==> src/rtl/monobit_pkg.sv <==
// Shared types and constants for the monobit stream generator.
// The two helpers are the LFSR step and the per-mode bit select.
package monobit_pkg;

  typedef enum logic [1:0] {
    IDLE = 2'd0,
    RUN  = 2'd1,
    DONE = 2'd2
  } state_e;

  localparam logic [1:0] MODE_LFSR = 2'b00;
  localparam logic [1:0] MODE_ONES = 2'b01;
  localparam logic [1:0] MODE_PAT  = 2'b10;
  localparam logic [1:0] MODE_ALT  = 2'b11;

  localparam logic [15:0] LFSR_TAPS    = 16'hB400;
  localparam logic [15:0] DEFAULT_SEED = 16'hACE1;

  // Galois right-shift step: the bit shifted out selects the tap mask.
  function automatic logic [15:0] lfsr_step(input logic [15:0] s);
    return (s >> 1) ^ (s[0] ? LFSR_TAPS : 16'h0000);
  endfunction

  // Only the low three index bits matter: pattern bits repeat every 8,
  // and the alternating source is index bit 0.
  function automatic logic src_bit(input logic [1:0] mode,
                                   input logic [7:0] pat,
                                   input logic [2:0] idx,
                                   input logic       lfsr_bit);
    case (mode)
      MODE_ONES: return 1'b1;
      MODE_PAT:  return pat[idx];
      MODE_ALT:  return idx[0];
      default:   return lfsr_bit;
    endcase
  endfunction

endpackage

==> src/rtl/monobit_lfsr16.sv <==
// 16-bit Galois LFSR bit source with a seed load and an advance enable.
// It presents the current output bit and the bit the next step would give.
module monobit_lfsr16
  import monobit_pkg::*;
#(
  parameter logic [15:0] SEED = DEFAULT_SEED
) (
  input  logic        clk,
  input  logic        rst_n,
  input  logic        ena_i,
  input  logic        load_i,
  input  logic [15:0] seed_i,
  input  logic        advance_i,
  output logic        bit_o,
  output logic        next_bit_o
);

  logic [15:0] lfsr_q;
  logic [15:0] lfsr_next;

  assign lfsr_next  = lfsr_step(lfsr_q);
  assign bit_o      = lfsr_q[0];
  assign next_bit_o = lfsr_next[0];

  // NOTE: sequential state uses non-blocking assignments so every register
  // samples its inputs from before the edge, regardless of statement order.
  always_ff @(posedge clk) begin
    if (!rst_n) begin
      lfsr_q <= SEED;
    end else if (ena_i) begin
      if (load_i) begin
        lfsr_q <= seed_i;
      end else if (advance_i) begin
        lfsr_q <= lfsr_next;
      end
    end
  end

endmodule

==> src/rtl/monobit_stream_gen.sv <==
// Block-oriented test-bit source over a valid/ready serial handshake.
// It holds the FSM, the bit index, the source mux and registered outputs.
module monobit_stream_gen
  import monobit_pkg::*;
#(
  parameter int unsigned BLOCK_LEN = 128,
  parameter logic [15:0] SEED      = DEFAULT_SEED
) (
  input  logic       clk,
  input  logic       rst_n,
  input  logic       ena,
  input  logic [1:0] mode,
  input  logic [7:0] pattern,
  input  logic       seed_load,
  input  logic       start,
  input  logic       stop,
  output logic       bit_out,
  output logic       bit_valid,
  input  logic       bit_ready,
  output logic       bit_last,
  output logic       busy,
  output logic [7:0] block_count
);

  localparam logic [15:0] LAST_IDX = 16'(BLOCK_LEN - 1);

  state_e      state_q, state_d;
  logic [15:0] idx_q, idx_d;
  logic [15:0] idx_inc;
  logic [1:0]  mode_q, mode_d;
  logic [7:0]  pat_q, pat_d;
  logic        bit_q, bit_d;
  logic        valid_q, valid_d;
  logic        last_q, last_d;
  logic        busy_q, busy_d;
  logic [7:0]  count_q, count_d;

  logic xfer;
  logic lfsr_load;
  logic lfsr_adv;
  logic lfsr_bit;
  logic lfsr_next_bit;

  assign xfer      = (state_q == RUN) && valid_q && bit_ready;
  assign lfsr_load = (state_q == IDLE) && seed_load;
  // A transfer coinciding with stop is dropped, so the LFSR must not move.
  assign lfsr_adv  = xfer && !stop && (mode_q == MODE_LFSR);
  assign idx_inc   = idx_q + 16'd1;

  monobit_lfsr16 #(.SEED(SEED)) u_lfsr (
    .clk        (clk),
    .rst_n      (rst_n),
    .ena_i      (ena),
    .load_i     (lfsr_load),
    .seed_i     ({pattern, ~pattern}),
    .advance_i  (lfsr_adv),
    .bit_o      (lfsr_bit),
    .next_bit_o (lfsr_next_bit)
  );

  // NOTE: every next-state signal takes its current value first, so no
  // path through the case leaves one unassigned and no latch is inferred.
  always_comb begin
    state_d = state_q;
    idx_d   = idx_q;
    mode_d  = mode_q;
    pat_d   = pat_q;
    bit_d   = bit_q;
    valid_d = valid_q;
    last_d  = last_q;
    busy_d  = busy_q;
    count_d = count_q;
    case (state_q)
      IDLE: begin
        if (start && !seed_load && !stop) begin
          state_d = RUN;
          mode_d  = mode;
          pat_d   = pattern;
          idx_d   = '0;
          bit_d   = src_bit(mode, pattern, 3'd0, lfsr_bit);
          valid_d = 1'b1;
          last_d  = 1'b0;
          busy_d  = 1'b1;
        end
      end
      RUN: begin
        if (stop) begin
          state_d = IDLE;
          valid_d = 1'b0;
          last_d  = 1'b0;
          busy_d  = 1'b0;
        end else if (xfer) begin
          if (idx_q == LAST_IDX) begin
            state_d = DONE;
            valid_d = 1'b0;
            last_d  = 1'b0;
          end else begin
            idx_d  = idx_inc;
            bit_d  = src_bit(mode_q, pat_q, idx_inc[2:0], lfsr_next_bit);
            last_d = (idx_inc == LAST_IDX);
          end
        end
      end
      DONE: begin
        state_d = IDLE;
        busy_d  = 1'b0;
        if (!stop) begin
          count_d = count_q + 8'd1;
        end
      end
      default: begin
        state_d = IDLE;
        valid_d = 1'b0;
        last_d  = 1'b0;
        busy_d  = 1'b0;
      end
    endcase
  end

  always_ff @(posedge clk) begin
    if (!rst_n) begin
      state_q <= IDLE;
      idx_q   <= '0;
      mode_q  <= MODE_LFSR;
      pat_q   <= '0;
      bit_q   <= 1'b0;
      valid_q <= 1'b0;
      last_q  <= 1'b0;
      busy_q  <= 1'b0;
      count_q <= '0;
    end else if (ena) begin
      state_q <= state_d;
      idx_q   <= idx_d;
      mode_q  <= mode_d;
      pat_q   <= pat_d;
      bit_q   <= bit_d;
      valid_q <= valid_d;
      last_q  <= last_d;
      busy_q  <= busy_d;
      count_q <= count_d;
    end
  end

  assign bit_out     = bit_q;
  assign bit_valid   = valid_q;
  assign bit_last    = last_q;
  assign busy        = busy_q;
  assign block_count = count_q;

endmodule

==> config.mk <==
export PLATFORM = sky130hd
export DESIGN_NAME = monobit_stream_gen
export DESIGN_NICKNAME = d
export VERILOG_FILES = /design/src/rtl/monobit_pkg.sv /design/src/rtl/monobit_lfsr16.sv /design/src/rtl/monobit_stream_gen.sv
export SDC_FILE = /design/constraint.sdc
export NUM_CORES = 1
export LEC_CHECK = 0
export CORE_UTILIZATION = 35
export DETAILED_ROUTE_END_ITERATION = 8
export DONT_BUFFER_PORTS = 1
export SETUP_SLACK_MARGIN = 0.5
export SYNTH_ARGS = -nofsm -noshare
export SYNTH_HDL_FRONTEND = slang
export SYNTH_SLANG_ARGS = --single-unit
==> constraint.sdc <==
create_clock -name clk -period 2.8 [get_ports clk]
set_input_delay 0.84 -clock clk [delete_from_list [all_inputs] [get_ports clk]]
set_output_delay 0.84 -clock clk [all_outputs]
set_load 0.005 [all_outputs]
==> summary.md, run 1 <==
• detailed-routing iteration count for the pre-antenna-repair pass: 4
• largest net degree at the start of global routing: 35
• required time of the critical path: 3010 ps
• outcome: completed
• sequential cell area fraction in the yosys report: 0.381
• count of flip-flops with a built-in enable after synthesis: 0
• Clock Skew: 5.86 ps
• top cell type by total area after synthesis: dfxtp_1
• area growth from synthesis to layout: 6.56%
• starting utilization of the core area: 0.360
• total net switching power: 369 uW
• class of the most critical setup path: input pin to register
• clock-pin slew of the registers on the worst-case setup and hold paths: 100 ps
• average cell area after synthesis: 8.21 sq um
• number of buffers inserted by post-CTS setup repair: 0
• register area: 1120 sq um
• crit share post-route: 0.778
• final cell count without fillers: 454
• sequential cell fraction of total power: 0.594
• Synthesis Warnings: 0
• Final TNS setup: 0 ps
• via count: 2568
• footprint of the multi-input gates: 1690 sq um
• width of the die: 93.6 um
• clock tree from TritonCTS: built
• count of final hold-check violations: 0
• standard-cell row count: 33
• Unique masters post-synth: 59
• FMAX: 459 MHz
• most instantiated library cell after synthesis: dfxtp_1
• number of DRC violations after detailed-routing iteration 0: 137
• number of H-tree branching levels: 2
• maximum count of clock buffers along a single path: 2
• final net count: 368
• Sinks on Clock Net: 56
• cell at the root of the clock tree: clkbuf_8
• switching part of the total: 0.262
• first-pass GRT wire length: 12100 um
• Hold Crit Class: register to register
• area inside the core boundary: 8180 sq um
• grt total ovfl: 0
• post-detailed-route count of antenna-violating nets: 0
• unrepaired setup endpoints after global routing: true
• via count of the first global-routing pass: 2477
• Yosys top cell area share: 0.381
• initial antenna violation count: 0
• Area contributors post-synth: dfxtp_1 (38%), nand2_1 (7.0%), nor2_1 (4.6%), a21oi_1 (4.1%), a311oi_1 (3.6%)
• top-level port count: 29
• critical path's slowest cell: nor3b_1
• Comb power frac: 0.076
• type of element capturing the critical path: register
• hold buffers post-CTS: 0
• slew at the pin closest to its max-slew limit: 670 ps
• delay contributed by the slowest stage of the critical path: 430 ps
• global placer's final weighted congestion: 0.822
• most common library cells after synthesis: dfxtp_1 (56), nand2_1 (55), nor2_1 (36), a21oi_1 (24), nand3_1 (16)
• ordered list of cells on the worst path: nor3b_1 -> o31ai_4 -> a211o_1 -> a221o_1 -> and3_1
• worst r2r path cells: 6
• post-synthesis cell count: 358
• clock buffer count from CTS: 5
• top_reg_cell synth: dfxtp_1
• DP Wirelength: 5310 um
• y dimension of the die: 93.6 um
• slew margin rel.: 0.553
• mapped cell area: 2940 sq um
• average routed wire per standard cell: 16.4 um
• number of register bits inferred by synthesis: 56
• post-placement setup slack: 246 ps
• Layout Utilization: 0.383
• sort of element at the start of the critical path: input pin
• Skew-Pair Late Insertion Delay: 310 ps
• Cell Int Power: 1040 uW
• time the final worst path needs with I/O delays and setup: 2180 ps
• Net Count, Synth: 378
• Port Buffer Count: 0
• highest fanout seen on the critical path: 10
• part of the power in the clock network: 0.330
• crit path DAT: 2390 ps
• antenna diode count: 0
• P per Cell Area: 450 nW/um^2
• number of cells on the worst hold path: 2
• final count of negative-setup-slack endpoints: 0
• ratio of cells with drive above 1 in the final layout: 0.117
• IR drop worst, VDD: 290 uV
• final number of max-transition violations: 0
• floorplan die area: 8770 sq um
• global-route usage over all layers: 0.176
• post-route DRC violation count: 0
• detailed-route vias per instance: 5.66
• static leakage: 0.000991 uW
• number of inserted filler cells in the final layout: 880
• setup slack after layout: 620 ps
• total power draw: 1410 uW
• WL final: 7460 um
• number of cells after detailed placement: 446
• async set or reset register ratio after synthesis: 0
• max capacitance violation total: 0
[power by group through the flow]
| stage | Clock (uW) | Sequential, uW | Combinational (uW) |
|---|---|---|---|
| floorplan | 0 | 849 | 89.1 |
| global placement | 0 | 855 | 105 |
| detailed placement | 0 | 855 | 107 |
| CTS | 475 | 837 | 107 |
| global route | 513 | 840 | 121 |
| finish | 465 | 837 | 107 |
[layout by cell type (no fill, tap or decap), types with 3 or more instances in the layout]
| cell | count |
|---|---|
| nand3_1 | 16 |
| a31oi_1 | 5 |
| or3_1 | 4 |
| and3_1 | 6 |
| dfxtp_1 | 55 |
| and2_1 | 3 |
| nor2_1 | 36 |
| inv_1 | 4 |
| xor2_1 | 8 |
| o211ai_1 | 3 |
| nand4_1 | 9 |
| a311oi_1 | 12 |
| o311ai_0 | 4 |
| a21oi_1 | 24 |
| a211o_1 | 3 |
| nand2_1 | 55 |
| clkbuf_8 | 5 |
| mux2i_1 | 3 |
| nor3_1 | 10 |
| o21ai_0 | 10 |
| a211oi_1 | 7 |
| nor3b_1 | 3 |
| buf_4 | 10 |
| xnor2_1 | 6 |
[timing repair]
action / CTS / global route
gates cloned: 0 / 0
setup endpoints to repair: 1 / 12
resized for setup: 1 / 4
[registers in the layout, indices dropped and copies added (netlist names)]
| register | cells |
|---|---|
| idx_q | 16 |
| u_lfsr.lfsr_q | 16 |
| block_count | 8 |
| pat_q | 8 |
| mode_q | 2 |
| state_q | 2 |
| bit_last | 1 |
| bit_out | 1 |
| bit_valid | 1 |
| busy | 1 |
[area by class of cell]
| class | count | share of cell area |
|---|---|---|
| sequential | 56 | 0.358 |
| clock buffer | 5 | 0.0220 |
| tap | 105 | 0.0419 |
| inverter | 5 | 0.00599 |
| clock inverter | 3 | 0.00719 |
| timing repair buffer | 10 | 0.0240 |
| multi-input combinational | 270 | 0.541 |
[cell families after synthesis]
family / after synthesis / share of synthesized area
and+or+nand+nor: 160 / 0.269
muxes: 5 / 0.0255
DFF: 56 / 0.381
xor gates and xnor gates: 14 / 0.0417
buffers and inverters: 32 / 0.0507
adders and majority gates: 3 / 0.0128
AOI/OAI and AO/OA: 88 / 0.219
[metal layers]
metal | global-route usage | vias up | routed length [um]
met4 | 0.0487 | 0 | 80
met2 | 0.289 | 45 | 3560
met1 | 0.226 | 1229 | 3380
met3 | 0.0480 | 7 | 446
li1 | - | 1287 | -
met5 | 0 | - | 0
[critical path: cells and delay by family]
| kind | cells | cell delay (ps) |
|---|---|---|
| and+or+nand+nor | 2 | 610 |
| AOI/OAI and AO/OA | 3 | 940 |
[metrics by stage]
step	instance area [sq um]	hold WS, ps
2_1_floorplan	2940	432
3_3_place_gp	3020	442
3_5_place_dp	3020	447
4_1_cts	3110	463
5_1_grt	3130	485
6_report	3130	461
[worst paths after layout]
check                           startpoint   endpoint  slack (ps)
worst max-delay path                  stop  idx_q[11]         620
worst min-delay path              pat_q[1]   pat_q[1]         460
worst max register to register    idx_q[0]   bit_last         660
worst min register to register    pat_q[1]   pat_q[1]         460
No activity file was read; power rests on OpenSTA's default activity.
==> inputs of run 2 (changes only) <==
Clock period 2.8 ns to 1.9 ns, I/O delays scaled along.
==> summary.md, run 2 (same netlist as run 1, synthesis figures left out) <==
• top library cells by usage in the layout, fill and taps aside: nand2_1 (55), buf_4 (52), dfxtp_1 (49)
• clock-pin slew of the registers on the worst-case setup and hold paths: 110 ps, about the same
• number of DRC violations after detailed-routing iteration 0: 158, +15%
• sequential cell fraction of total power: 0.576, -0.018
• via count of the first global-routing pass: 2760, +11%
• unrepaired setup endpoints after global routing: true
• Fin Hold WS: 322 ps, -139 ps
• FMAX: 550 MHz
• top-level port count: 29, unchanged
• final number of max-transition violations: 0, unchanged
• detailed-route vias per instance: 5.60, -0.98%
• time the final worst path needs with I/O delays and setup: 1820 ps
• global-route usage over all layers: 0.192, +0.0163
• count of final hold-check violations: 0, unchanged
• CP delay by family, top: compound AO/OA/AOI/OAI gates
• max capacitance violation total: 0, unchanged
• average routed wire per standard cell: 16.1 um, -2.3%
• highest fanout seen on the critical path: 5, -5
• critical path's slowest cell: or3_4
• part of the power in the clock network: 0.325, -0.005
• Layout Utilization: 0.467, +0.0839
• WL final: 8130 um, +8.9%
• outcome: completed
• clock tree from TritonCTS: built
• slew margin rel.: 0.774, +0.221
• CP Buf/Inv Count: 0, unchanged
• IR drop worst, VDD: 355 uV, +23%
• starting utilization of the core area: 0.360, unchanged
• first-pass GRT wire length: 13300 um, +10%
• crit share post-route: 0.957
• Comb power frac: 0.100, +0.024
• Hold Crit Class: input pin to register
• clock buffer count from CTS: 5, unchanged
• cell at the root of the clock tree: clkbuf_8
• post-route DRC violation count: 0, unchanged
• most common cell after layout, fill and taps aside: nand2_1
• ratio of cells with drive above 1 in the final layout: 0.314, +0.197
• Reg-to-Reg Start: idx_q[1]
• largest net degree at the start of global routing: 32, -8.6%
• global placer's final weighted congestion: 0.842, +2.5%
• class of the most critical setup path: register to register
• sort of element at the start of the critical path: register
• Min-Delay Startpoint: rst_n
• width of the die: 93.6 um, unchanged
• total net switching power: 572 uW, +55%
• total power draw: 2140 uW, +52%
• antenna diode count: 0, unchanged
• crit path DAT: 2060 ps, -330 ps
• ordered list of cells on the worst path: ha_4 -> nand3_4 -> or3_4 -> a2111oi_4 -> o2111ai_2 -> o31ai_1
• number of H-tree branching levels: 2, unchanged
• area growth from synthesis to layout: 29.9%
• grt total ovfl: 0, unchanged
• floorplan die area: 8770 sq um, unchanged
• Final TNS setup: 0 ps, unchanged
• standard-cell row count: 33, unchanged
• Port Buffer Count: 0, unchanged
• DP Wirelength: 5720 um, +7.8%
• final net count: 420, +14%
• Clock Skew: 3.43 ps, -2.43 ps
• slew at the pin closest to its max-slew limit: 336 ps, -334 ps
• required time of the critical path: 2140 ps, -870 ps
• type of element capturing the critical path: register
• Sinks on Clock Net: 56, unchanged
• detailed-routing iteration count for the pre-antenna-repair pass: 4, unchanged
• post-detailed-route count of antenna-violating nets: 0, unchanged
• final count of negative-setup-slack endpoints: 0, unchanged
• initial antenna violation count: 0, unchanged
• y dimension of the die: 93.6 um, unchanged
• Skew-Pair Late Insertion Delay: 320 ps, about the same
• delay contributed by the slowest stage of the critical path: 400 ps, -30 ps
• crit path from: idx_q[1]
• switching part of the total: 0.267, +0.00565
• registers with the most flip-flops: idx_q (16), u_lfsr.lfsr_q (16)
• via count: 2834, +10%
• P per Cell Area: 561 nW/um^2, +25%
• setup slack of the worst register-to-register path: 80 ps, -580 ps
• area inside the core boundary: 8180 sq um, unchanged
• maximum count of clock buffers along a single path: 2, unchanged
• static leakage: 0.00132 uW, +33%
• Cell Int Power: 1570 uW, +51%
## run 2: layer usage
metal  vias to the layer above  share of wire  global-route usage  routed length [um]
met1                      1383           0.46               0.252                3760
met3                         9          0.046              0.0431                 373
met2                        51           0.48               0.317                3920
met5                         -              0                   0                   0
met4                         0         0.0091              0.0513                  74
li1                       1391              -                   -                   -
## run 2: worst paths after layout
path / to / cells after the start
worst max-delay path: bit_last / 6
worst min-delay path: u_lfsr.lfsr_q[0] / 1
worst min register to register: pat_q[0] / 2
worst max register to register: bit_last / 6
## run 2: final cells by class
type | count | area [sq um]
clock inverter | 3 | 22.5
sequential | 56 | 1130
inverter | 5 | 18.8
timing repair buffer | 62 | 517
fill | 807 | 4360
multi-input combinational | 270 | 1920
clock buffer | 5 | 68.8
tap | 105 | 131
## run 2: power by group through the flow
stage | sequential (uW) | clock (uW) | combinational, uW
6_report | 1230 | 695 | 213
5_1_grt | 1240 | 754 | 235
4_1_cts | 1230 | 716 | 206
3_5_place_dp | 1260 | 0 | 181
3_3_place_gp | 1260 | 0 | 177
2_1_floorplan | 1250 | 0 | 135
## run 2: worst reg2reg max path, cell delays in order, from the launching register on
cell and delay [ps]:
dfxtp_4 390, ha_4 150, nand3_4 110, or3_4 400, a2111oi_4 300, o2111ai_2 180
o31ai_1 200
## run 2: through the flow
stage | std cells | area, sq um | setup WS [ps]
after global placement | 485 | 3390 | 48.5
after detailed placement | 485 | 3390 | -87.3
after CTS | 504 | 3740 | 88.7
after floorplan | 358 | 3010 | 1.27
after global routing | 506 | 3820 | 16.5
final | 506 | 3820 | 82.5
## run 2: what timing repair did
action	CTS	global route
hold endpoints to repair	0	0
gates resized for setup	39	17
gates cloned	1	0
pin swaps	21	11
buffers inserted	10	2
hold buffers	0	0
endpoints found under the setup margin	56	53
==> inputs of run 3 (changes only) <==
Settings changed: CORE_ASPECT_RATIO set to 0.6.
==> summary.md, run 3 (same netlist as run 1, synthesis figures left out) <==
• outcome: completed
• post-placement setup slack: -53.6 ps, +33.8 ps
• critical path's slowest cell: dfxtp_4
• first-pass GRT wire length: 15200 um, +14%
• crit share post-route: 0.979, +0.0222
• clock-pin slew of the registers on the worst-case setup and hold paths: 80 ps, -30 ps
• width of the die: 120 um, +28%
• starting utilization of the core area: 0.367, +0.00753
• most common cell after layout, fill and taps aside: buf_4
• final number of max-transition violations: 0, unchanged
• count of final hold-check violations: 0, unchanged
• sequential cell fraction of total power: 0.494, -0.082
• register area: 1140 sq um, +0.77%
• Skew-Pair Late Insertion Delay: 310 ps, about the same
• sort of element at the start of the critical path: register
• clock tree from TritonCTS: built
• class of the most critical setup path: register to register
• post-route DRC violation count: 0, unchanged
• global-route usage over all layers: 0.228, +0.0360
• type of element capturing the critical path: register
• number of inserted filler cells in the final layout: 670, -17%
• slew margin rel.: 0.710, -0.0637
• detailed-routing iteration count for the pre-antenna-repair pass: 5, +1
• antenna diode count: 0, unchanged
• standard-cell row count: 25, -24%
• floorplan die area: 8780 sq um, +0.14%
• P per Cell Area: 573 nW/um^2, +2.2%
• final net count: 435, +3.6%
• total net switching power: 667 uW, +17%
• hold buffers post-CTS: 0, unchanged
• FMAX: 538 MHz, -2.3%
• highest fanout seen on the critical path: 5, unchanged
• top library cells by usage in the layout, fill and taps aside: buf_4 (51), dfxtp_1 (46), nand2_1 (38)
• grt total ovfl: 0, unchanged
• IR drop worst, VDD: 364 uV, +2.3%
• max capacitance violation total: 0, unchanged
• number of DRC violations after detailed-routing iteration 0: 340, +120%
• via count: 3091, +9.1%
• CP delay by family, top: compound AO/OA/AOI/OAI gates
• part of the power in the clock network: 0.386, +0.061
• number of cells after detailed placement: 487, +0.41%
• y dimension of the die: 73.0 um, -22%
• number of H-tree branching levels: 2, unchanged
• detailed-route vias per instance: 5.90, +5.3%
• post-detailed-route count of antenna-violating nets: 0, unchanged
• Port Buffer Count: 0, unchanged
• final count of negative-setup-slack endpoints: 0, unchanged
• required time of the critical path: 2130 ps, about the same
• WL final: 9810 um, +21%
• setup slack after layout: 40.3 ps, -42.2 ps
• static leakage: 0.00151 uW, +14%
• top-level port count: 29, unchanged
• area growth from synthesis to layout: 48.6%
• clock buffer count from CTS: 5, unchanged
• ordered list of cells on the worst path: ha_4 -> nand3_4 -> or3_4 -> a2111oi_4 -> o2111ai_2 -> o31ai_1
• switching part of the total: 0.266, -0.000960
• slew at the pin closest to its max-slew limit: 435 ps, +98.7 ps
• Sinks on Clock Net: 56, unchanged
• unrepaired setup endpoints after global routing: true
• largest net degree at the start of global routing: 34, +6.3%
• time the final worst path needs with I/O delays and setup: 1860 ps, +42.2 ps
• footprint of the multi-input gates: 2190 sq um, +14%
• area inside the core boundary: 8010 sq um, -2.1%
• Hold Crit Class: input pin to register
• cell at the root of the clock tree: clkbuf_16
• maximum count of clock buffers along a single path: 2, unchanged
• Cell Int Power: 1840 uW, +17%
• global placer's final weighted congestion: 0.876, +4.0%
• Comb power frac: 0.120, +0.020
• total power draw: 2500 uW, +17%
• initial antenna violation count: 0, unchanged
• crit path DAT: 2090 ps, +30 ps
• CP Buf/Inv Count: 0, unchanged
• Clock Skew: 8.89 ps, +5.46 ps
• DP Wirelength: 5880 um, +2.7%
• ratio of cells with drive above 1 in the final layout: 0.454, +0.140
• delay contributed by the slowest stage of the critical path: 390 ps, about the same
• registers with the most flip-flops: idx_q (16), u_lfsr.lfsr_q (16)
• final cell count without fillers: 524, +3.6%
• average routed wire per standard cell: 18.7 um, +17%
• via count of the first global-routing pass: 2874, +4.1%
run 3: cell types whose count changed in the layout (fill, tap and decap cells not counted), moves of 4 or more:
cell / change
nand2_4: +6
nand2_2: +13
a21oi_2: +7
a211oi_1: -5
nor2_4: +4
nor2_1: -4
clkbuf_8: -5
nand2_1: -17
buf_6: +12
a21oi_1: -7
clkbuf_16: +6
run 3: layout make-up:
cell class,count,share of cell area
clock buffer,5,0.0286
sequential,56,0.262
tap,108,0.0309
timing repair buffer,76,0.167
clock inverter,3,0.00516
inverter,5,0.00430
multi-input combinational,271,0.502
run 3: worst reg2reg max path, delay by kind of cell, from the launching register on:
| kind | cells | cell delay, ps |
|---|---|---|
| flops | 1 | 390 |
| fa+ha+maj | 1 | 150 |
| simple gates | 2 | 480 |
| compound gates | 3 | 760 |
run 3: per-layer routing:
layer	global-route usage	wire length, um
met4	0.0741	167
met1	0.344	4870
met5	0	0
met3	0.0469	824
met2	0.321	3940
run 3: through the flow:
step / utilization / hold slack [ps] / instance area, sq um / setup TNS, ps
finish: 0.545 / 336 / 4370 / 0
global route: 0.545 / 327 / 4370 / -79.1
CTS: 0.516 / 329 / 4130 / 0
detailed placement: 0.421 / 444 / 3370 / -102
global placement: 0.421 / 439 / 3370 / -79.3
floorplan: - / 432 / 3010 / 0
run 3: path summary, 6_finish.rpt:
check / startpoint / to / slack (ps) / cells past startpoint
worst min register to register: pat_q[4] / pat_q[4] / 450 / 2
worst max register to register: idx_q[1] / bit_last / 40 / 6
worst min-delay path: rst_n / u_lfsr.lfsr_q[15] / 340 / 1
worst max-delay path: idx_q[1] / bit_last / 40 / 6
run 3: power groups by stage:
stage	clock [uW]	sequential (uW)	combinational, uW
final	965	1240	301
after detailed placement	0	1260	174
after global placement	0	1260	171
after global routing	1020	1240	320
after floorplan	0	1250	135
after CTS	983	1230	261
run 3: timing repair:
action	4_1_cts	5_1_grt
setup buffers	18	5
setup endpoints to repair	51	53
gates resized for setup	99	42
cloned	6	0
pin swaps	48	12
==> RTL edit 1 (settings of run 3) <==
The parameter `BLOCK_LEN` goes from 128 to 96.
--- a/src/rtl/monobit_stream_gen.sv
+++ b/src/rtl/monobit_stream_gen.sv
@@ -3,7 +3,7 @@
 module monobit_stream_gen
   import monobit_pkg::*;
 #(
-  parameter int unsigned BLOCK_LEN = 128,
+  parameter int unsigned BLOCK_LEN = 96,
   parameter logic [15:0] SEED      = DEFAULT_SEED
 ) (
   input  logic       clk,
Check against the original RTL: no difference found for any inputs over 4 cycles, from zero or initial values and one cycle with rst_n low; that may be too few to reach the edited logic, so the function may still have changed.
==> RTL edit 1 against run 3 <==
  * The run now ends with negative setup slack left
  * Synthesized cell count shrank 1.1%
  * First-iteration DRC count shrank 26%
  * Power grew 6.5%
  * Routed wire length grew 2.4%
  * Clock power grew 11%
  * Non-clock buffer count shrank 7
  * Cell area grew 1.2%
  * Clock skew shrank 1.5 ps
  * Sequential cell count is the same
  * Worst setup slack lost 130 ps
  * Global-route usage grew 0.73 points
  * Area after synthesis grew 1.5%
  * Final cell count shrank 1.3%
  * Largest power group unchanged
  * Highest routed layer unchanged
==> RTL edit 1: results (changes against run 3) <==
Worst setup path
  • CP peak stage delay: 520 ps (+130 ps)
  • CP max stage cell: mux4_2
  • CP top delay family: multiplexers
  • Reg2reg end: bit_out
  • CP Max Fanout: 4 (-1)
  • WP data arrival: 2180 ps (+90 ps)
  • End of the critical path: bit_out

GRT
  • GRT Overall Usage: 0.236 (+0.00732)
  • Largest net degree at the start of global routing: 26 (-24%)
  • First-pass GRT wire length: 15,600 µm (+2.2%)
  • Met3 GRT Util: 0.0675 (+0.0207)
  • Vias in the first global route: 2,795 (-2.7%)
  • GR Util met1: 0.363 (+0.0196)

Routing
  • Via count: 3,057 (-1.1%)
  • Wire per inst: 19.4 µm (+3.8%)
  • Starting DRT DRC Count: 253 (-26%)

Yosys
  • Seq/Total Area, Yosys: 0.376 (-0.00576)
  • Ranking of synthesized cells by area: dfxtp_1 38%, nor2_1 6.2%, mux2i_1 5.7%
  • Mapped Cells: 354 (-1.1%)
  • Most frequent cells after synthesis: 56 x dfxtp_1, 49 x nor2_1, 35 x nand2_1
  • Number of library cell types mapped by synthesis: 57 (-3.4%)
  • Cell area after synthesis: 0.00298 mm² (+1.5%)

Timing
  • Setup TNS: -178 ps (-178 ps)
  • Worst Clk Skew: 7.35 ps (-1.54 ps)
  • Setup violators final: 2 (+2)
  • Worst setup margin: -90.0 ps (-130 ps)
  • Hold WS: 339 ps (+2.51 ps)

Outcome
  • Failing checks: negative setup slack
  • Run status: finished with violations

Final layout
  • Multi-input combinational area share: 0.509 (+0.00719)
  • Finished Cell Area: 0.00442 mm² (+1.2%)
  • Clkbuf count: 6 (+1)
  • Clk cell area share: 0.0371 (+0.00327)
  • Share of cells above drive strength 1: 0.391 (-0.0631)
  • Non-clk buf share: 0.156 (-0.0108)
  • # fillers: 720 (+7.5%)
  • Inverters, non-clock: 6 (+1)
  • Multi-input comb cells: 270 (-0.37%)
  • Non-clock buffer count: 69 (-9.2%)
  • Proportion of cell area occupied by registers: 0.259 (-0.00290)
  • Final #Nets: 428 (-1.6%)

Placement
  • Post-DP HPWL: 6620 µm (+13%)
  • Placed Cells incl. Taps: 484 (-0.62%)
  • Place WS: -62.7 ps (-9.11 ps)
  • Dpl cell area: 0.00364 mm² (+8.0%)

Hold path
  • Min-Delay Endpoint: u_lfsr.lfsr_q[11]

Power and ir drop
  • Int Pwr: 2.00 mW (+8.7%)
  • P_leak: 1.73 nW (+15%)
  • Worst vdd ir: 0.476 mV (+31%)

CTS
  • Setup bufs post-CTS: 10 (-8)
  • Cts bufs inserted: 5 (unchanged)
  • Cts repair resizes: 61 (-38%)
RTL edit 1: changes by cell type after synthesis, moves of 6 or more:
cell and change:
o221a_2 +6, a21oi_1 -13, mux2i_1 +14, nand3_1 -6, nand2_1 -20, nor2_1 +13
o21ai_0 +9, a311oi_1 -12
RTL edit 1: power groups by stage:
stage	logic (mW)	clock network [mW]	registers, mW
after floorplan	0.212	0	1.25
after global placement	0.225	0	1.26
after detailed placement	0.228	0	1.26
after CTS	0.317	1.08	1.24
after global routing	0.380	1.12	1.24
final	0.355	1.07	1.24
RTL edit 1: logic make-up (layout without fill, tap and decap cells):
family	count (synthesis)	count (layout)	share of synthesized area
and+or+nand+nor	155	158	0.268
AOI/OAI and AO/OA	77	77	0.185
DFF	56	56	0.376
buffers and inverters	31	83	0.0482
muxes	19	19	0.0721
xor gates and xnor gates	13	13	0.0382
adders and majority gates	3	3	0.0126
RTL edit 1: metal layers:
layer  vias up  share of wire
li1       1419              -
met1      1487           0.50
met2       135           0.38
met3        16           0.11
met4         0          0.015
met5         -              0
==> RTL edit 2 (config.mk and constraints of run 3) <==
Without the edit above. Make the reset (`rst_n`) asynchronous in 2 clocked blocks.
--- a/src/rtl/monobit_lfsr16.sv
+++ b/src/rtl/monobit_lfsr16.sv
@@ -24,7 +24,7 @@
 
   // NOTE: sequential state uses non-blocking assignments so every register
   // samples its inputs from before the edge, regardless of statement order.
-  always_ff @(posedge clk) begin
+  always_ff @(posedge clk or negedge rst_n) begin
     if (!rst_n) begin
       lfsr_q <= SEED;
     end else if (ena_i) begin
--- a/src/rtl/monobit_stream_gen.sv
+++ b/src/rtl/monobit_stream_gen.sv
@@ -117,7 +117,7 @@
     endcase
   end
 
-  always_ff @(posedge clk) begin
+  always_ff @(posedge clk or negedge rst_n) begin
     if (!rst_n) begin
       state_q <= IDLE;
       idx_q   <= '0;
Function: differs if rst_n is asserted again (counterexample within 4 cycles, from zero or initial values and one cycle with rst_n low); with rst_n held inactive, the same outputs for 4 cycles.
==> RTL edit 2 against run 3 <==
  * The run now ends with negative hold slack, negative setup slack left
  * Worst hold slack lost 380 ps
  * Worst setup slack lost 140 ps
  * Critical path depth grew 1
  * Area after synthesis grew 5.7%
  * Routed wire length shrank 8.1%
  * Sequential cell count is the same
  * Via count shrank 11%
  * Cell area grew 1.5%
  * Sequential share of layout area grew 5.7 points
  * Synthesized cell count shrank 9.8%
  * Die area grew 5.6%
  * Critical path type unchanged
  * Highest routed layer unchanged
Power is not compared: it rests on default switching activity, and its combinational part moved more than twofold at a synthesized area within 25%.
==> RTL edit 2: results (changes against run 3) <==
Worst setup path
  • Reg2reg path depth: 7 (+1)
  • Reg2reg end: idx_q[4]
  • CP max stage cell: or4_4
  • CP top delay family: simple AND/OR/NAND/NOR gates

Outcome
  • Run status: finished with violations
  • Failing checks: negative hold slack, negative setup slack

Timing
  • Final hold violation count: 48 (+48)
  • Worst setup margin: -102 ps (-142 ps)
  • Hold WS: -44.3 ps (-380 ps)
  • Setup violators final: 19 (+19)

GRT
  • Vias in the first global route: 2,626 (-8.6%)
  • GRT Overall Usage: 0.200 (-0.0279)
  • Met3 GRT Util: 0.0553 (+0.00843)
  • First-pass GRT wire length: 13,800 µm (-9.3%)
  • Global Route met2 Usage: 0.277 (-0.0434)

Yosys
  • Mapped Nets: 343 (-9.3%)
  • Asr flop ratio synth: 1.00 (+1.00)
  • Most frequent cells after synthesis: 48 x dfrtp_1, 32 x nand2_1, 27 x a21oi_1

Final layout
  • Multi-input comb cells: 236 (-13%)
  • Area of the multi-input gates: 0.00208 mm² (-5.3%)
  • Clkbuf count: 6 (+1)
  • Non-clk buf share: 0.141 (-0.0256)
  • Final #Nets: 392 (-9.9%)

Routing
  • Met3 WL post-DR: 697 µm (-15%)
  • DRT Pass-1 Iters: 4 (-1)
  • Met2 wire len: 3670 µm (-6.8%)
  • Via count: 2,764 (-11%)
  • Routed WL: 9010 µm (-8.1%)
  • Starting DRT DRC Count: 160 (-53%)

CTS
  • Cts repair resizes: 64 (-35%)

Hold path
  • Worst min path class: input port to asynchronous set/reset pin

Placement
  • Place WS: -141 ps (-87.9 ps)
-- RTL edit 2: metrics by stage --
step	TNS (ps)	hold slack (ps)	instance area [µm²]	cells
finish	-1210	-44.3	4430	485
global route	-2010	-56.1	4430	485
CTS	-644	-51.8	4050	473
detailed placement	-976	276	3570	454
global placement	-386	277	3570	454
floorplan	-3170	274	3230	323
-- RTL edit 2: power breakdown --
| part | internal (mW) | switching, mW |
|---|---|---|
| logic | 0.834 | 0.688 |
| registers | 1.57 | 0.284 |
| clock network | 0.537 | 0.476 |
| total | 2.94 | 1.45 |
-- RTL edit 2: kinds of logic (layout without fill, tap and decap cells) --
| kind of cell | count (synthesis) | in the layout | synth area share |
|---|---|---|---|
| muxes | 27 | 27 | 0.103 |
| AOI/OAI and AO/OA | 89 | 89 | 0.174 |
| buffers and inverters | 31 | 81 | 0.0455 |
| and+or+nand+nor | 104 | 104 | 0.175 |
| DFF | 56 | 56 | 0.454 |
| adders and majority gates | 3 | 3 | 0.0121 |
| xor gates and xnor gates | 13 | 13 | 0.0366 |
